--- config.mk ---
export PLATFORM = sky130hd
export DESIGN_NAME = dual_issue_ctrl
export DESIGN_NICKNAME = d
export VERILOG_FILES = /design/src/rtl/riscv_ctrl_pkg.sv /design/src/rtl/dual_issue_ctrl_pair_hazard_check.sv /design/src/rtl/dual_issue_ctrl.sv
export SDC_FILE = /design/constraint.sdc
export NUM_CORES = 1
export LEC_CHECK = 0
export CORE_UTILIZATION = 32
export DETAILED_ROUTE_END_ITERATION = 6
export HOLD_SLACK_MARGIN = 0.02
export PLACE_DENSITY = 0.85
export SYNTH_ARGS = -nofsm -noshare
export SYNTH_HDL_FRONTEND = slang
export SYNTH_SLANG_ARGS = --single-unit
--- constraint.sdc ---
create_clock -name clk -period 2.4 [get_ports clk]
set_input_delay 0.6 -clock clk [delete_from_list [all_inputs] [get_ports clk]]
set_output_delay 0.6 -clock clk [all_outputs]
set_load 0.05 [all_outputs]
--- src/rtl/riscv_ctrl_pkg.sv ---
// Shared definitions for the dual-issue control slice: FSM state, RV32I opcodes
// and field-extract/classification helpers.
package riscv_ctrl_pkg;

  typedef enum logic [1:0] {
    RUN     = 2'd0,
    SPLIT   = 2'd1,
    LOADUSE = 2'd2,
    FLUSH   = 2'd3
  } state_t;

  localparam logic [6:0] OP_LOAD   = 7'b0000011;
  localparam logic [6:0] OP_STORE  = 7'b0100011;
  localparam logic [6:0] OP_BRANCH = 7'b1100011;
  localparam logic [6:0] OP_JAL    = 7'b1101111;
  localparam logic [6:0] OP_JALR   = 7'b1100111;
  localparam logic [6:0] OP_LUI    = 7'b0110111;
  localparam logic [6:0] OP_AUIPC  = 7'b0010111;
  localparam logic [6:0] OP_IMM    = 7'b0010011;
  localparam logic [6:0] OP_REG    = 7'b0110011;

  // Wide enough for the largest legal reload value (FLUSH_CYCLES-1 = 6).
  localparam int unsigned CNT_W = 3;

  function automatic logic [6:0] get_opcode(input logic [31:0] instr);
    return instr[6:0];
  endfunction

  function automatic logic [4:0] get_rd(input logic [31:0] instr);
    return instr[11:7];
  endfunction

  function automatic logic [4:0] get_rs1(input logic [31:0] instr);
    return instr[19:15];
  endfunction

  function automatic logic [4:0] get_rs2(input logic [31:0] instr);
    return instr[24:20];
  endfunction

  function automatic logic writes_rd(input logic [31:0] instr);
    return !(get_opcode(instr) inside {OP_STORE, OP_BRANCH});
  endfunction

  function automatic logic uses_rs1(input logic [31:0] instr);
    return !(get_opcode(instr) inside {OP_LUI, OP_AUIPC, OP_JAL});
  endfunction

  function automatic logic uses_rs2(input logic [31:0] instr);
    return get_opcode(instr) inside {OP_REG, OP_STORE, OP_BRANCH};
  endfunction

  function automatic logic reads_reg(input logic [31:0] instr, input logic [4:0] r);
    return (uses_rs1(instr) && get_rs1(instr) == r) ||
           (uses_rs2(instr) && get_rs2(instr) == r);
  endfunction

  function automatic logic is_mem(input logic [31:0] instr);
    return get_opcode(instr) inside {OP_LOAD, OP_STORE};
  endfunction

  function automatic logic is_ctrl(input logic [31:0] instr);
    return get_opcode(instr) inside {OP_BRANCH, OP_JAL, OP_JALR};
  endfunction

endpackage

--- src/rtl/dual_issue_ctrl_pair_hazard_check.sv ---
// Combinational hazard detection for the fetch/decode pair: intra-pair
// conflicts and load-use against the load currently in EX1.
module pair_hazard_check
  import riscv_ctrl_pkg::*;
(
  input  logic [31:0] instr1,
  input  logic [31:0] instr2,
  input  logic        ex_load_valid,
  input  logic [4:0]  ex_load_rd,
  output logic        pair_hazard,
  output logic        load_use
);

  logic       valid1;
  logic       valid2;
  logic [4:0] rd1;
  logic       raw;

  always_comb begin
    valid1 = (instr1 != '0);
    valid2 = (instr2 != '0);
    rd1    = get_rd(instr1);
    raw    = writes_rd(instr1) && (rd1 != '0) && reads_reg(instr2, rd1);

    pair_hazard = valid1 && valid2 &&
                  (raw ||
                   (is_mem(instr1) && is_mem(instr2)) ||
                   (is_ctrl(instr1) && is_ctrl(instr2)));

    load_use = ex_load_valid && (ex_load_rd != '0) &&
               ((valid1 && reads_reg(instr1, ex_load_rd)) ||
                (valid2 && reads_reg(instr2, ex_load_rd)));
  end

endmodule

--- src/rtl/dual_issue_ctrl.sv ---
// Issue/hazard controller for the dual-issue front end: pair split, load-use
// bubbles, mispredict flush windows and external hold. Optional perf counters
// are enabled by defining DUAL_ISSUE_CTRL_PERF_EN.
module dual_issue_ctrl
  import riscv_ctrl_pkg::*;
#(
  parameter int unsigned FLUSH_CYCLES    = 2,
  parameter int unsigned LOAD_USE_CYCLES = 1
) (
  input  logic        clk,
  input  logic        rst,
  input  logic [31:0] dec_instr1,
  input  logic [31:0] dec_instr2,
  input  logic        ex_load_valid,
  input  logic [4:0]  ex_load_rd,
  input  logic        mispredict1,
  input  logic        mispredict2,
  input  logic        ext_hold,
  output logic        stall,
  output logic        flush_signal1,
  output logic        flush_signal2,
  output logic        issue1,
  output logic        issue2
`ifdef DUAL_ISSUE_CTRL_PERF_EN
  ,
  output logic [31:0] perf_stall_cycles,
  output logic [31:0] perf_split_count,
  output logic [31:0] perf_flush_count
`endif
);

  localparam logic [CNT_W-1:0] FLUSH_RELOAD = CNT_W'(FLUSH_CYCLES - 1);
  localparam logic [CNT_W-1:0] LU_RELOAD    = CNT_W'(LOAD_USE_CYCLES - 1);

  state_t           state, state_n;
  logic [CNT_W-1:0] cnt, cnt_n;
  logic             flag1, flag2, flag1_n, flag2_n;
  logic             pair_hazard, load_use;
  logic             mispredict;

  pair_hazard_check u_hazard (
    .instr1        (dec_instr1),
    .instr2        (dec_instr2),
    .ex_load_valid (ex_load_valid),
    .ex_load_rd    (ex_load_rd),
    .pair_hazard   (pair_hazard),
    .load_use      (load_use)
  );

  assign mispredict = mispredict1 || mispredict2;

  always_comb begin
    state_n       = state;
    cnt_n         = cnt;
    flag1_n       = flag1;
    flag2_n       = flag2;
    stall         = 1'b0;
    flush_signal1 = 1'b0;
    flush_signal2 = 1'b0;
    issue1        = 1'b0;
    issue2        = 1'b0;

    if (mispredict) begin
      flush_signal1 = mispredict1;
      flush_signal2 = mispredict2;
      flag1_n       = mispredict1;
      flag2_n       = mispredict2;
      if (FLUSH_CYCLES > 1) begin
        state_n = FLUSH;
        cnt_n   = FLUSH_RELOAD;
      end else begin
        state_n = RUN;
        cnt_n   = '0;
      end
    end else if (ext_hold) begin
      stall = 1'b1;
    end else begin
      unique case (state)
        RUN: begin
          if (load_use) begin
            stall = 1'b1;
            if (LOAD_USE_CYCLES > 1) begin
              state_n = LOADUSE;
              cnt_n   = LU_RELOAD;
            end
          end else if (pair_hazard) begin
            stall   = 1'b1;
            issue1  = 1'b1;
            state_n = SPLIT;
          end else begin
            issue1 = (dec_instr1 != '0);
            issue2 = (dec_instr2 != '0);
          end
        end
        SPLIT: begin
          issue2  = 1'b1;
          state_n = RUN;
        end
        LOADUSE: begin
          stall = 1'b1;
          if (cnt > CNT_W'(1)) begin
            cnt_n = cnt - CNT_W'(1);
          end else begin
            cnt_n   = '0;
            state_n = RUN;
          end
        end
        FLUSH: begin
          flush_signal1 = flag1;
          flush_signal2 = flag2;
          if (cnt > CNT_W'(1)) begin
            cnt_n = cnt - CNT_W'(1);
          end else begin
            cnt_n   = '0;
            state_n = RUN;
          end
        end
        default: state_n = RUN;
      endcase
    end

    // Outputs are combinational, so the reset must gate them directly.
    if (rst) begin
      stall         = 1'b0;
      flush_signal1 = 1'b0;
      flush_signal2 = 1'b0;
      issue1        = 1'b0;
      issue2        = 1'b0;
    end
  end

  always_ff @(posedge clk or posedge rst) begin
    if (rst) begin
      state <= RUN;
      cnt   <= '0;
      flag1 <= 1'b0;
      flag2 <= 1'b0;
    end else begin
      state <= state_n;
      cnt   <= cnt_n;
      flag1 <= flag1_n;
      flag2 <= flag2_n;
    end
  end

`ifdef DUAL_ISSUE_CTRL_PERF_EN
  always_ff @(posedge clk or posedge rst) begin
    if (rst) begin
      perf_stall_cycles <= '0;
      perf_split_count  <= '0;
      perf_flush_count  <= '0;
    end else begin
      if (stall && perf_stall_cycles != '1)
        perf_stall_cycles <= perf_stall_cycles + 32'd1;
      if (state == RUN && state_n == SPLIT && perf_split_count != '1)
        perf_split_count <= perf_split_count + 32'd1;
      if (mispredict && perf_flush_count != '1)
        perf_flush_count <= perf_flush_count + 32'd1;
    end
  end
`endif

endmodule

==> flow_summary.yaml <==
status:
  status: "finished, violations left"
  violations: "negative setup slack"
clock_tree:
  root_buffer: "clkbuf_4"
  cts.reportedPaths.clkPinSlew_ns: 0.05
  cts_inserted_buffers: 3
  clock_path_buffers: 2
  cts_sinks: 7
  cts_tree: "built"
  insertion_delay_ns: 0.26
  ctsHoldBuffers: 0
  h-tree-depth: 1
sta:
  tns_ns: -1.69
  rsz0062_at_grt: "true"
  fmax_ghz: 0.336
  worst_pin_slew_ns: 0.378
  final-setup-viol-count: 3
  max_slew_margin: 0.747
  finalClockSkew_ns: 0.00339
  finalMaxSlewViolations: 0
  fin_crit_ns: 2.98
  min_period_over_period: 1.24
  hold_violations: 0
  timing.final.ws_setup_ns: -0.580
route:
  vias: 1956
  wl_mm: 6.80
  first_iter_violations: 134
  drc_errors: 0
  ant_nets: 0
  routedWlPerCell_um: 20.3
  viasPerCell: 5.86
  first_pass_iters: 4
logic_synthesis:
  syn_area_per_cell_um2: 7.61
  yosysTopAreaCell: "dfrtp_1"
  synthMostInstantiatedCell: "nor4_1"
  synth.area.top_cells: "dfrtp_1 (15%), xor2_1 (14%), nor4_1 (11%), xnor2_1 (9.1%), a21oi_1 (4.3%)"
  ys_async_sr_fraction: 1.00
  synth-main-ff-cell: "dfrtp_1"
  ys_types: 40
  synthesis.area_um2: 1160
  synth_edf_count: 0
  netlist_instances: 152
  syn-num-nets: 229
  ys_seq_area_frac: 0.151
  synth_warnings: 0
  synth_common_cells: "nor4_1 (20), xor2_1 (18), xnor2_1 (12)"
  ys_ff_latch: 7
  yosysTopAreaCellShare: 0.151
place:
  numPortBuffers: 79
  hpwl_mm: 4.18
  gp_congestion: 0.867
  pre_cts_slack_ns: -0.912
  placed_area_um2: 2420
  place_inst: 321
global_routing:
  grt_first_pass_wirelength_mm: 9.41
  grt_pass1_vias: 1966
  track_usage: 0.313
  grt_start_max_net_pins: 8
  overflow: 0
  antenna_found_initial: 0
setup_path:
  critPathMaxStageDelay_ns: 0.57
  crit_buf_inv: 3
  worst_path_dominant_cell_family: "simple AND/OR/NAND/NOR gates"
  cp_data_required_time_ns: 1.80
  crit_chain: "buf_6 -> or4_4 -> nor4_4 -> a21o_1 -> a21oi_2 -> buf_6 -> nor4_4 -> buf_12"
  cp-start-kind: "primary input"
  worstSetupPathType: "primary input to primary output"
  cp-end-kind: "primary output"
  arrival_ns: 2.38
  cp_slowest_cell: "or4_4"
  worstPathMaxFanout: 3
pwr:
  p_per_area_nw_per_um2: 239
  p_leak_uw: 0.00112
  ir_worst_vdd_uv: 188
  power_uw: 634
final_layout:
  fill_cells: 214
  finalInstanceArea_um2: 2660
  final_net_count: 366
  fin_cells: 334
  syn2layout_area_growth_pct: 129
  drive_above_1_share: 0.510
  antennaDiodeCount: 0
floorplanning:
  die_y_um: 62.1
  core-area_um2: 3390
  std_cell_rows: 21
  initial_utilization: 0.341
  die_w_um: 62.1
  io_pins: 80
  die_area_um2: 3860
min_path:
  hp-class: "flop to flop"
job:
  max-cap-violations: 0
-- worst paths after layout --
check | startpoint | endpoint | slack [ns] | cells past startpoint
setup / recovery | dec_instr1[9] | issue1 | -0.58 | 8
hold / removal | flag1 | flag1 | 0.50 | 1
setup reg to reg | cnt[1] | state[0] | 0.85 | 7
hold reg to reg | flag1 | flag1 | 0.50 | 1
max in group asynchronous | rst | state[1] | 1.40 | 4
min in group asynchronous | rst | cnt[1] | 0.88 | 4
-- metal layers --
layer | track usage | vias to the layer above | share of wire
li1 | - | 843 | -
met1 | 0.330 | 917 | 0.36
met2 | 0.573 | 144 | 0.51
met3 | 0.0625 | 52 | 0.065
met4 | 0.177 | 0 | 0.068
met5 | 0 | - | 0
-- layout make-up --
type                       instances  area [um^2]  share of cell area
timing repair buffer             138         1130               0.426
inverter                           7         26.3             0.00990
multi-input combinational        132         1240               0.467
tap                               46         57.6              0.0217
clock buffer                       4         26.3             0.00990
sequential                         7          175              0.0660
-- cells by family after synthesis --
| logic type | share of synthesized area |
|---|---|
| AO/OA/AOI/OAI | 0.189 |
| XOR/XNOR | 0.227 |
| buffers and inverters | 0.0551 |
| flip-flops | 0.151 |
| AND/OR/NAND/NOR | 0.356 |
| adder cells (fa/ha/maj) | 0.0216 |
-- layout by cell type (no fill, tap or decap), types with 8 or more instances in the layout --
master	Yosys	routed
buf_6	2	10
xor2_1	18	17
clkdlybuf4s50_1	0	17
dlygate4sd2_1	0	19
clkbuf_2	0	25
xnor2_1	12	11
a21oi_1	10	9
buf_4	0	53
nor4_2	0	11
nor4_4	1	8
-- state kept, by name, summed over array words and instances (netlist names) --
| name | count |
|---|---|
| cnt | 3 |
| flag1 | 1 |
| flag2 | 1 |
| state | 2 |
-- stage by stage --
step | hold slack (ns) | util
CTS | 0.465 | 0.762
global route | 0.519 | 0.783
global placement | 0.448 | 0.713
finish | 0.497 | 0.783
detailed placement | 0.455 | 0.713
floorplan | 0.408 | -
-- timing repair --
action / 4_1_cts / 5_1_grt
resized for setup: 109 / 90
setup endpoints to repair: 6 / 5
setup buffers: 9 / 5
pin swaps: 34 / 37
-- power breakdown --
group	switching, uW	internal (uW)	total, uW
clock	48.2	63.8	112
sequential	5.99	123	129
combinational	193	200	393
total	248	387	634
-- worst register-to-register path: stages, from the launching register on --
cell	delay [ns]
dfrtp_1	0.38
inv_1	0.11
ha_1	0.16
a21oi_1	0.05
or2_1	0.25
a21o_1	0.18
a21oi_1	0.18
o41ai_2	0.10
(Power assumes the default switching activity.)
